$ cat src/rtl/nes_pad_reader.sv
// NES/4021 controller poller: periodically latches and shifts out the 8 pad
// buttons and presents them, active high, as a stable byte with update pulses.
module nes_pad_reader #(
    parameter int CLK_DIV       = 384,
    parameter int POLL_INTERVAL = 1066666
) (
    input  logic       clk,
    input  logic       rst,
    input  logic       start_i,
    input  logic       nes_data_i,
    output logic       nes_latch_o,
    output logic       nes_clk_o,
    output logic [7:0] buttons_o,
    output logic       valid_o,
    output logic       changed_o,
    output logic       busy_o
);

    localparam int PH_W    = $clog2(2 * CLK_DIV);
    localparam int TM_W    = (POLL_INTERVAL < 1) ? 1 : $clog2(POLL_INTERVAL + 1);
    localparam int TM_LAST = (POLL_INTERVAL > 0) ? POLL_INTERVAL - 1 : 0;
    localparam logic [PH_W-1:0] LATCH_LAST = PH_W'(2 * CLK_DIV - 1);
    localparam logic [PH_W-1:0] DIV_LAST   = PH_W'(CLK_DIV - 1);
    localparam logic [TM_W-1:0] TIMER_LAST = TM_W'(TM_LAST);
    localparam logic            AUTO_POLL  = (POLL_INTERVAL != 0);

    typedef enum logic [2:0] {
        S_IDLE,
        S_LATCH,
        S_SETTLE,
        S_CLK_HI,
        S_CLK_LO,
        S_DONE
    } state_t;

    state_t            state;
    state_t            state_next;
    logic [PH_W-1:0]   phase;
    logic [2:0]        bit_idx;
    logic [TM_W-1:0]   timer;
    logic [1:0]        sync;
    logic [7:0]        shift_reg;
    logic              phase_end;
    logic              sample;
    logic              data_s;

    assign data_s = sync[1];

    always_ff @(posedge clk) begin
        if (rst) begin
            state <= S_IDLE;
        end else begin
            state <= state_next;
        end
    end

    always_comb begin
        state_next  = state;
        phase_end   = 1'b0;
        sample      = 1'b0;
        nes_latch_o = 1'b0;
        nes_clk_o   = 1'b0;
        busy_o      = 1'b1;
        case (state)
            S_IDLE: begin
                busy_o = 1'b0;
                // a start request and timer expiry together still make one poll
                if (start_i || (AUTO_POLL && (timer == TIMER_LAST))) begin
                    state_next = S_LATCH;
                end
            end
            S_LATCH: begin
                nes_latch_o = 1'b1;
                phase_end   = (phase == LATCH_LAST);
                if (phase_end) state_next = S_SETTLE;
            end
            S_SETTLE: begin
                phase_end = (phase == DIV_LAST);
                sample    = phase_end;
                if (phase_end) state_next = S_CLK_HI;
            end
            S_CLK_HI: begin
                nes_clk_o = 1'b1;
                phase_end = (phase == DIV_LAST);
                if (phase_end) state_next = S_CLK_LO;
            end
            S_CLK_LO: begin
                phase_end = (phase == DIV_LAST);
                sample    = phase_end;
                if (phase_end) state_next = (bit_idx == 3'd7) ? S_DONE : S_CLK_HI;
            end
            S_DONE: begin
                state_next = S_IDLE;
            end
            default: begin
                state_next = S_IDLE;
            end
        endcase
    end

    always_ff @(posedge clk) begin
        if (rst) begin
            phase     <= '0;
            bit_idx   <= '0;
            timer     <= '0;
            sync      <= '1;
            shift_reg <= '0;
            buttons_o <= '0;
            valid_o   <= 1'b0;
            changed_o <= 1'b0;
        end else begin
            sync      <= {sync[0], nes_data_i};
            valid_o   <= 1'b0;
            changed_o <= 1'b0;

            if (state == S_IDLE && state_next == S_IDLE) begin
                timer <= timer + TM_W'(1);
            end else begin
                timer <= '0;
            end

            if (state == S_IDLE || state == S_DONE || phase_end) begin
                phase <= '0;
            end else begin
                phase <= phase + PH_W'(1);
            end

            // pad sends A first; shifting right lands bit i at position i after 8 samples
            if (sample) begin
                shift_reg <= {data_s, shift_reg[7:1]};
            end

            if (state == S_SETTLE && phase_end) begin
                bit_idx <= 3'd1;
            end else if (state == S_CLK_LO && phase_end) begin
                bit_idx <= bit_idx + 3'd1;
            end

            if (state == S_DONE) begin
                buttons_o <= ~shift_reg;
                valid_o   <= 1'b1;
                changed_o <= (~shift_reg != buttons_o);
            end
        end
    end

endmodule

$ cat config.mk
export PLATFORM = sky130hd
export DESIGN_NAME = nes_pad_reader
export DESIGN_NICKNAME = d
export VERILOG_FILES = /design/src/rtl/nes_pad_reader.sv
export SDC_FILE = /design/constraint.sdc
export NUM_CORES = 1
export LEC_CHECK = 0
export CORE_MARGIN = 2
export CORE_UTILIZATION = 41
export CTS_BUF_LIST = sky130_fd_sc_hd__clkbuf_4
export DETAILED_ROUTE_END_ITERATION = 8
export PLACE_DENSITY = 0.68
export SLEW_MARGIN = 5
export SYNTH_ARGS = -nofsm -noshare
export SYNTH_HDL_FRONTEND = slang
export SYNTH_SLANG_ARGS = --single-unit
$ cat constraint.sdc
create_clock -name clk -period 4.2 [get_ports clk]
set_input_delay 0.42 -clock clk [delete_from_list [all_inputs] [get_ports clk]]
set_output_delay 0.42 -clock clk [all_outputs]
set_load 0.02 [all_outputs]
Yosys cells after proc, flatten, opt, wreduce, memory -nomap -nowiden
Index checks and enable logic that the tools add are counted.
{"block": "op_classes", "add_sub_neg": 3, "n_eq_ne": 10, "mux": 15, "bitwise_logic": 3, "n_reduce_logical": 15}
{"op": "adder 21 x 1 -> 21 bit (second input constant)", "n": 1}
{"op": "== test 21 bit (second input constant)", "n": 1}
{"op": "2-to-1 mux 3 bit", "n": 6}
{"op": "case mux 3 bit (5 select lines)", "n": 1}
{"op": "adder 10 x 1 -> 10 bit (second input constant)", "n": 1}
{"op": "== test 10 bit (second input constant)", "n": 1}
{"op": "== test 10 x 9 -> 1 bit (second input constant)", "n": 1}
{"op": "OR reduction 2 bit", "n": 5}
{"op": "== test 3 bit (second input constant)", "n": 3}
{"op": "inequality test 8 bit", "n": 1}
{"op": "NOT 8 bit", "n": 1}
{"op": "2-to-1 mux 1 bit", "n": 7}
{"op": "== test 3 x 2 -> 1 bit (second input constant)", "n": 2}
{"op": "logical NOT 3 bit", "n": 2}
{"op": "adder 3 x 1 -> 3 bit (second input constant)", "n": 1}
{"op": "== test 3 x 1 -> 1 bit (second input constant)", "n": 1}
{"op": "logical AND 1 bit", "n": 3}
{"op": "logical OR 1 bit", "n": 3}
{"op": "OR reduction 3 bit", "n": 1}
{"op": "NOT 1 bit", "n": 2}
{"op": "case mux 1 bit (2 select lines)", "n": 1}
{"op": "nonzero test 2 bit", "n": 1}
{"block": "totals", "register_bits": 57, "inputBits": 4, "out_inout_bits": 13, "elab_cells": 56}

Depth between registers and ports, before layout
Gate-level depths: netlist of run 1.
{"block": "logic_depth", "ltp_word": 8, "mapped_depth": 8, "mapped_depth_nobuf": 7}

Worst setup path before layout of run 1
No wires, ideal clock.
{"block": "synth_path", "path_type": "reg-to-reg", "start": "register timer[0]", "end": "register timer[18]", "setup_time_ns": 0.115, "t_arrival_ns": 1.526, "t_required_ns": 4.085, "setup_slack_ns": 2.559, "path_stages_with_launch": 7, "path_buffers": 0, "period_less_slack_ns": 1.641, "cell_sequence": "dfxtp_1 > ha_1 > and4_1 > or3b_1 > nor2_1 > xnor2_1 > nor2_1"}
{"block": "synth_via", "elab_chain_cells": 8, "word_cells_on_any_way": 9, "cone_classes": "1 x add/sub; 1 x eq/ne; 2 x mux; 1 x bitwise; 4 x reduce/logical"}
{"item": "start: declaration", "line_no": "40", "source": "logic [TM_W-1:0] timer;"}
{"item": "start signal: assignment", "line_no": "117", "source": "timer <= timer + TM_W'(1);"}
{"item": "== test 21 bit", "line_no": "68", "source": "if (start_i || (AUTO_POLL && (timer == TIMER_LAST))) begin"}
{"item": "logical OR 1 bit", "line_no": "68"}
{"item": "2-to-1 mux 3 bit", "line_no": "68"}
{"item": "case mux 3 bit (5 select lines)", "line_no": "64", "source": "case (state)"}
{"item": "logical NOT 3 bit", "line_no": "116", "source": "if (state == S_IDLE && state_next == S_IDLE) begin"}
{"item": "logical AND 1 bit", "line_no": "116"}
{"item": "NOT 1 bit (no source line)"}
{"item": "OR reduction 2 bit (no source line)"}
Several ways; a longest one is shown, not always the timed one.
A chain may end at the register's enable or synchronous reset.

Worst setup path after layout of run 1
{"block": "layout_path", "start": "register state[1]", "end": "output port busy_o"}
{"block": "layout_via", "elab_chain_cells": 2}
{"item": "start: declaration", "line_no": "36", "source": "state_t state;"}
{"item": "start signal: assignment", "line_no": "53", "source": "state <= state_next;"}
{"item": "logical NOT 3 bit", "line_no": "64"}
{"item": "2-to-1 mux 1 bit", "line_no": "64"}
{"item": "end: declaration", "line_no": "16", "source": "output logic busy_o"}
Every way passes these cells.

==> qor.txt, run 1 <==
Largest Register -> timer
Mapped Cells -> 292
Clock Tree Root -> clkbuf_4
most common cell after layout, fill and taps aside -> nor2_1
Syn Nets -> 301
Final period util -> 58.2%
hold_buf cts -> 0
Power per Cell Area -> 313 mW/mm²
Yosys top cell area share -> 44.4%
Unique masters post-synth -> 50
Netlist Area Pre-Place -> 0.00257 mm²
largest fanout on the critical path -> 14
number of global-route vias before repair -> 1936
max reg flops -> 21
first-iteration detailed-routing DRC count -> 88
fmax -> 409 MHz
Slew Viols, Final -> 0
fill count -> 552
post-synthesis area per instance -> 8.81 µm²
crit-path cells -> or2_1 -> nor2_2 -> inv_2 -> clkdlybuf4s50_1
vias per cell -> 5.09
Rows -> 28
clock transition at the registers of the reported paths -> 0.10 ns
Critical Path Max Stage Delay -> 0.61 ns
GRT Overall Usage -> 14.6%
total number of vias -> 1975
Top Family by Delay on Critical Path -> buffers and inverters
Diodes inserted -> 0
GPL Wtd Cong -> 0.737
Worst path slowest cell -> dfxtp_1
DRC violations left -> 0
status -> completed
Comb pwr share -> 3.6%
Max Root-Sink Buffers -> 2
total gr overflow -> 0
die height -> 83.2 µm
Internal -> 0.000684 W
share of layout cells above drive strength 1 -> 9.58%
Slew headroom -> 33.6%
Sw Ratio -> 23.9%
core box area -> 0.00599 mm²
Buf/Inv on CP -> 2
critical path class -> reg2out
CTS resizes -> 0
Layout area overhead -> 11.6%
hpwl dp -> 3120 µm
r2r setup slk -> 1.80 ns
Chip Width -> 83.2 µm
hold crit path type -> reg2reg
Clock power frac -> 35.4%
most frequent cells in the layout -> 63 x nor2_1, 57 x dfxtp_1, 22 x nand3_1
YS warnings -> 0
total of max-cap violations -> 0
CTS sink cnt -> 57
Pleak -> 0.952 nW
P_sw -> 0.000215 W
Clock Skew -> 0.0153 ns
final setup fails -> 0
overall die area -> 0.00692 mm²
minimum hold slack -> 0.415 ns
I/O pins -> 17
DRT Pass-1 Iters -> 4
Synth Flop Type -> dfxtp_1
Port Buf Inserts -> 16
largest net degree at the start of global routing -> 29
EDFF count, synth -> 0
Async S/R FF share, synth -> 0%
top flop regs -> timer (21), phase (10)
register bit total from synthesis -> 57
pre-CTS WS -> 1.83 ns
Startpoint Class -> register
leading area contributor after synthesis -> dfxtp_1
measured slew at the worst slew-check pin -> 0.993 ns
fin crit period -> 2.44 ns
Final Hold Violating Endpoints -> 0
Final nets -> 317
Area contributors post-synth -> dfxtp_1 44%, nor2_1 9.2%, xnor2_1 7.2%, xor2_1 5.1%, nand3_1 4.3%
post-route worst setup slack -> 1.76 ns
worst IR drop on VDD -> 0.187 mV
CP required -> 3.78 ns
Flop pwr share -> 61.0%
Post-CTS Setup Bufs -> 0
drt wl/cell -> 11.8 µm
Seq/Total Area, Yosys -> 44.4%
Num CTS Buffers -> 9
starting density of the core -> 42.9%
Worst Path Arrival -> 2.02 ns
Total Wirelength -> 4590 µm
CTS tree -> yes
CTS H-Tree Depth -> 3
final core utilization -> 47.9%
Clk Latency, worst-skew pair -> 0.39 ns
unrepaired setup endpoints after global routing -> false
initial antenna violation count -> 0
ANT nets after route -> 0
first-pass GRT wire length -> 8420 µm
final setup TNS -> 0 ns
CP Capture Type -> output port
## routing by layer
metal	track usage (%)	wire, µm	up-vias
met2	23.0	2060	32
met4	5.81	55	0
met5	0	0	-
met3	5.07	172	6
li1	-	-	1034
met1	18.2	2300	903
## power by group through the flow
stage / logic, W / clock network, W / registers [W]
after floorplan: 0.0000257 / 0 / 0.000559
after global placement: 0.0000321 / 0 / 0.000561
after detailed placement: 0.0000327 / 0 / 0.000561
after CTS: 0.0000328 / 0.000334 / 0.000548
after global routing: 0.0000362 / 0.000359 / 0.000549
final: 0.0000321 / 0.000319 / 0.000548
## path summary, 6_finish.rpt
path	startpoint	endpoint	depth (start not counted)
hold / removal	sync[0]	sync[1]	1
setup reg to reg	phase[0]	bit_idx[0]	6
setup / recovery	state[1]	busy_o	4
hold reg to reg	sync[0]	sync[1]	1
## kinds of logic after synthesis
kind of cell / after synthesis / share of synthesized area [%]
AND/OR/NAND/NOR: 143 / 28.1
adder cells (fa/ha/maj): 5 / 2.43
XOR/XNOR: 36 / 12.3
buffers and inverters: 17 / 3.21
multiplexers: 4 / 1.56
AO/OA/AOI/OAI: 30 / 8.08
flip-flops: 57 / 44.4
## cell type report
type	count	area, µm²	area share (%)
repair buffers	16	160	5.58
multi-input cells	218	1350	46.9
flip-flops and latches	57	1140	39.8
clock buffers	11	82.6	2.88
inverters	6	22.5	0.785
well taps	75	93.8	3.27
clock inverters	5	22.5	0.785
## Yosys cell counts (2+ instances only)
cell       count
nor2b_1        2
ha_1           5
mux2i_1        4
a211oi_1       8
nand2_1       19
inv_1          5
nor3_1         2
and4_1         3
and3_1         2
nand4_1        7
xor2_1        15
nor2_1        63
or2_2          3
a21oi_1       11
buf_2          3
xnor2_1       21
clkbuf_1       3
nor4_1         3
buf_4          4
a2111oi_0      2
nand3_1       22
dfxtp_1       57
## per-stage QoR
step           power [W]  std cells  cell area, µm²
2_1_floorplan   0.000584        292            2570
3_3_place_gp    0.000593        372            2770
3_5_place_dp    0.000593        372            2770
4_1_cts         0.000915        388            2870
5_1_grt         0.000945        388            2870
6_report        0.000899        388            2870
(Power assumes the default switching activity.)
==> run 2, diff against run 1 <==
==> constraint.sdc (replaced) <==
create_clock -name clk -period 2.3 [get_ports clk]
set_input_delay 0.23 -clock clk [delete_from_list [all_inputs] [get_ports clk]]
set_output_delay 0.23 -clock clk [all_outputs]
set_load 0.02 [all_outputs]
==> qor.txt, run 2 (same netlist as run 1, synthesis figures left out) <==
hold_buf cts -> 0
total of max-cap violations -> 0
top flop regs -> timer (21), phase (10)
Port Buf Inserts -> 16
I/O pins -> 17
fin crit period -> 2.07 ns
Final Hold Violating Endpoints -> 0
hold crit path type -> in2reg
status -> completed
fmax -> 483 MHz
unrepaired setup endpoints after global routing -> false
overall die area -> 0.00692 mm²
CTS H-Tree Depth -> 3
Rows -> 28
fill count -> 546
clock transition at the registers of the reported paths -> 0.08 ns
Startpoint Class -> register
register area -> 0.00114 mm²
largest net degree at the start of global routing -> 22
CTS sink cnt -> 57
vias per cell -> 5.15
total gr overflow -> 0
Max Root-Sink Buffers -> 2
CP required -> 2.07 ns
final setup TNS -> 0 ns
largest fanout on the critical path -> 14
Layout area overhead -> 12.8%
most common cell after layout, fill and taps aside -> nor2_1
starting density of the core -> 42.9%
CP Capture Type -> output port
Slew Viols, Final -> 0
drt wl/cell -> 11.7 µm
Final period util -> 90.0%
multi-input logic area -> 0.00135 mm²
total number of vias -> 2008
DRT Pass-1 Iters -> 4
Diodes inserted -> 0
Power per Cell Area -> 569 mW/mm²
hpwl dp -> 3150 µm
initial antenna violation count -> 0
max reg flops -> 21
measured slew at the worst slew-check pin -> 0.605 ns
CTS tree -> yes
Final nets -> 321
Total Wirelength -> 4580 µm
Slew headroom -> 59.5%
Worst Path Arrival -> 1.84 ns
first-pass GRT wire length -> 8210 µm
core box area -> 0.00599 mm²
Chip Width -> 83.2 µm
GPL Wtd Cong -> 0.768
Largest Register -> timer
Clock Tree Root -> clkbuf_4
most frequent cells in the layout -> 63 x nor2_1, 55 x dfxtp_1, 22 x nand3_1
Clk Latency, worst-skew pair -> 0.39 ns
number of global-route vias before repair -> 1814
first-iteration detailed-routing DRC count -> 117
critical path class -> reg2out
ANT nets after route -> 0
GRT Overall Usage -> 14.7%
Overall Power -> 0.00165 W
Num CTS Buffers -> 9
Clock Skew -> 0.00581 ns
Pleak -> 0.973 nW
DRC violations left -> 0
worst IR drop on VDD -> 0.309 mV
die height -> 83.2 µm
share of layout cells above drive strength 1 -> 11.4%
final setup fails -> 0
==> run 2: cell types whose count changed in the layout (fill, tap and decap cells not counted) <==
cell / delta
buf_4: +4
clkbuf_4: +2
clkinv_1: -2
clkinv_2: -2
dfxtp_1: -2
dfxtp_2: +2
==> run 2: metal layers <==
| metal | wire, µm | GRT usage [%] |
|---|---|---|
| met5 | 0 | 0 |
| met3 | 179 | 6.86 |
| met1 | 2200 | 17.9 |
| met4 | 49 | 4.92 |
| met2 | 2150 | 22.9 |
==> run 2: critical path, stage by stage, from the launching register on <==
cell and delay (ns):
dfxtp_2 0.47, or2_1 0.21, nor2_2 0.07, inv_2 0.10, clkdlybuf4s50_1 0.61
==> run 2: per-stage QoR <==
step	worst slack, ns	util, %	instances	area (µm²)	hold WS [ns]
floorplan	0.659	-	292	2570	0.334
detailed placement	0.264	46.7	376	2800	0.397
global route	0.0864	48.4	390	2900	0.358
global placement	0.273	46.7	376	2800	0.394
CTS	0.0436	48.4	390	2900	0.379
finish	0.229	48.4	390	2900	0.407
==> run 2: final timing paths <==
| kind | start | to | cells after the start | slack (ns) |
|---|---|---|---|---|
| setup / recovery | state[1] | busy_o | 4 | 0.23 |
| hold reg to reg | sync[0] | sync[1] | 1 | 0.41 |
| setup reg to reg | state[0] | timer[7] | 7 | 0.36 |
| hold / removal | nes_data_i | sync[0] | 2 | 0.41 |
==> run 2: where the power goes <==
group	switching, W	total (W)	internal, W
logic	0.0000368	0.0000595	0.0000227
clock network	0.000332	0.000591	0.000259
registers	0.00000812	0.00100	0.000993
total	0.000377	0.00165	0.00127
==> run 2: layout make-up <==
cell class	count	area share (%)
flip-flops and latches	57	39.4
multi-input cells	218	46.5
clock inverters	1	0.173
inverters	6	0.777
well taps	75	3.24
repair buffers	20	6.56
clock buffers	13	3.36
==> run 2: timing repair <==
item / CTS / global route
setup buffers: 0 / 0
resized for setup: 0 / 2
endpoints found under the setup margin: 0 / 1
==> RTL edit (settings of run 2) <==
Change the parameter `CLK_DIV` from 384 to 1536.
--- a/src/rtl/nes_pad_reader.sv
+++ b/src/rtl/nes_pad_reader.sv
@@ -1,7 +1,7 @@
 // NES/4021 controller poller: periodically latches and shifts out the 8 pad
 // buttons and presents them, active high, as a stable byte with update pulses.
 module nes_pad_reader #(
-    parameter int CLK_DIV       = 384,
+    parameter int CLK_DIV       = 1536,
     parameter int POLL_INTERVAL = 1066666
 ) (
     input  logic       clk,
Behaviour: same outputs for any inputs over 10 cycles, from zero or initial values and one cycle with rst high; that may be too few to reach the edited logic, so the function may still have changed.
==> RTL edit against run 2 <==
Critical path depth decreased by 1. Wire length increased by 23%. Setup slack got worse by 0.070 ns. Power up 26%. Highest routed layer unchanged. Sequential share of layout area shrank 3.2 points. Sequential cell count rose by 2. Critical path type unchanged. Synthesized area rose by 9.1%. Largest power group unchanged. Design area increased by 12%. Count of clock-buffer cells in the layout fell by 4.
==> RTL edit: results (changes against run 2) <==
multiplexer share of the synthesized area=0.00357 (was 0.0156); initial drt markers=92 (was 117); met3 wire length=171 um (was 179 um); Hold Slack=0.385 ns (was 0.407 ns); xor and xnor area share after synthesis=0.0937 (was 0.123); adder-cell share of the synthesized area=0.0223 (was 0.0243); Final HPWL DP=3860 um (was 3150 um); Synth Area in Compound Gates=0.166 (was 0.0808); status=completed (unchanged); final net count=340 (was 321); DR pass1 iterations=5 (was 4); register area share after synthesis=0.421 (was 0.444); Synth top cells by count=59 x dfxtp_1, 23 x a21oi_1, 22 x nand3_1 (was 63 x nor2_1, 57 x dfxtp_1, 22 x nand3_1); max incr delay on CP=0.63 ns (was 0.61 ns); GPL Wtd Cong=0.781 (was 0.768); metal2 WL=2520 um (was 2150 um); met2 Resource Use GR=0.243 (was 0.229); post-cts resize count=1 (was 0); clk slew on worst S/H paths=0.11 ns (was 0.08 ns); Clock Skew=0.0176 ns (was 0.00581 ns); number of global-route vias before repair=2,141 (was 1,814); Clock Latency Late Sink=0.41 ns (was 0.39 ns); crit-path max FO=9 (was 14); IO buf count=16 (unchanged); syn avg cell area=9.11 um2 (was 8.81 um2); delay-heaviest family, CP=buffers and inverters (unchanged); total number of vias=2,353 (was 2,008); synth top area cells=dfxtp_1 42%, xnor2_1 5.3%, a21oi_1 4.1% (was dfxtp_1 44%, nor2_1 9.2%, xnor2_1 7.2%); Fillers=646 (was 546); maximum VDD drop=0.000208 V (was 0.000309 V); placed instance area=3070 um2 (was 2800 um2); Worst Path Arrival=1.91 ns (was 1.84 ns); DRT met1 WL=2830 um (was 2200 um); first-pass GRT wire length=9700 um (was 8210 um); leak pwr=0.00103 uW (was 0.000973 uW); Final min period=2.14 ns (was 2.07 ns); final core occ=0.485 (was 0.484); share of layout cells above drive strength 1=0.128 (was 0.114); YS warnings=0 (unchanged); Placed Instances=400 (was 376); distinct cell type count after synthesis=54 (was 50); Syn Nets=317 (was 301); dpl ws=0.389 ns (was 0.264 ns); met3 usage=0.0314 (was 0.0686); fin cells=416 (was 390)
[RTL edit: cell types whose count changed after synthesis, sizes merged, moves of 8 or more]
| cell | before | now |
|---|---|---|
| o21ai | 1 | 14 |
| nor2 | 64 | 17 |
| a211oi | 8 | 16 |
| nor3 | 3 | 18 |
| a21oi | 12 | 23 |
[RTL edit: final timing paths]
check,from,end,depth (start not counted)
min,nes_data_i,sync[0]$_SDFF_PP1_,2
min reg2reg,sync[0]$_SDFF_PP1_,sync[1]$_SDFF_PP1_,1
max reg2reg,phase[0]$_SDFF_PP0_,timer[17]$_SDFF_PP0_,6
max,state[2]$_SDFF_PP0_,nes_clk_o,3
[RTL edit: report_power, final]
group / internal [uW] / switching (uW) / leakage (uW) / total [uW]
sequential: 1030 / 3.58 / 0.000476 / 1030
clock: 559 / 416 / 0.000101 / 975
combinational: 26.4 / 42.3 / 0.000458 / 68.7
[RTL edit: worst register-to-register path, delay by kind of cell, from the launching register on]
| kind | cells | cell delay [ns] |
|---|---|---|
| AOI/OAI and AO/OA | 2 | 0.44 |
| adders and majority gates | 1 | 0.25 |
| buffers and inverters | 1 | 0.22 |
| DFF | 1 | 0.39 |
| and+or+nand+nor | 2 | 0.51 |
[RTL edit: area by class of cell]
| class | instances | share of cell area |
|---|---|---|
| clock buffers | 9 | 0.0207 |
| clock inverters | 7 | 0.0384 |
| inverters | 6 | 0.00692 |
| multi-input cells | 228 | 0.466 |
| flip-flops and latches | 59 | 0.363 |
| well taps | 80 | 0.0307 |
| repair buffers | 27 | 0.0741 |
[RTL edit: cell families after synthesis]
| logic type | after synthesis |
|---|---|
| simple gates | 120 |
| compound gates | 72 |
| flops | 59 |
| xor+xnor | 30 |
| buf+inv | 21 |
| fa+ha+maj | 5 |
| mux | 1 |
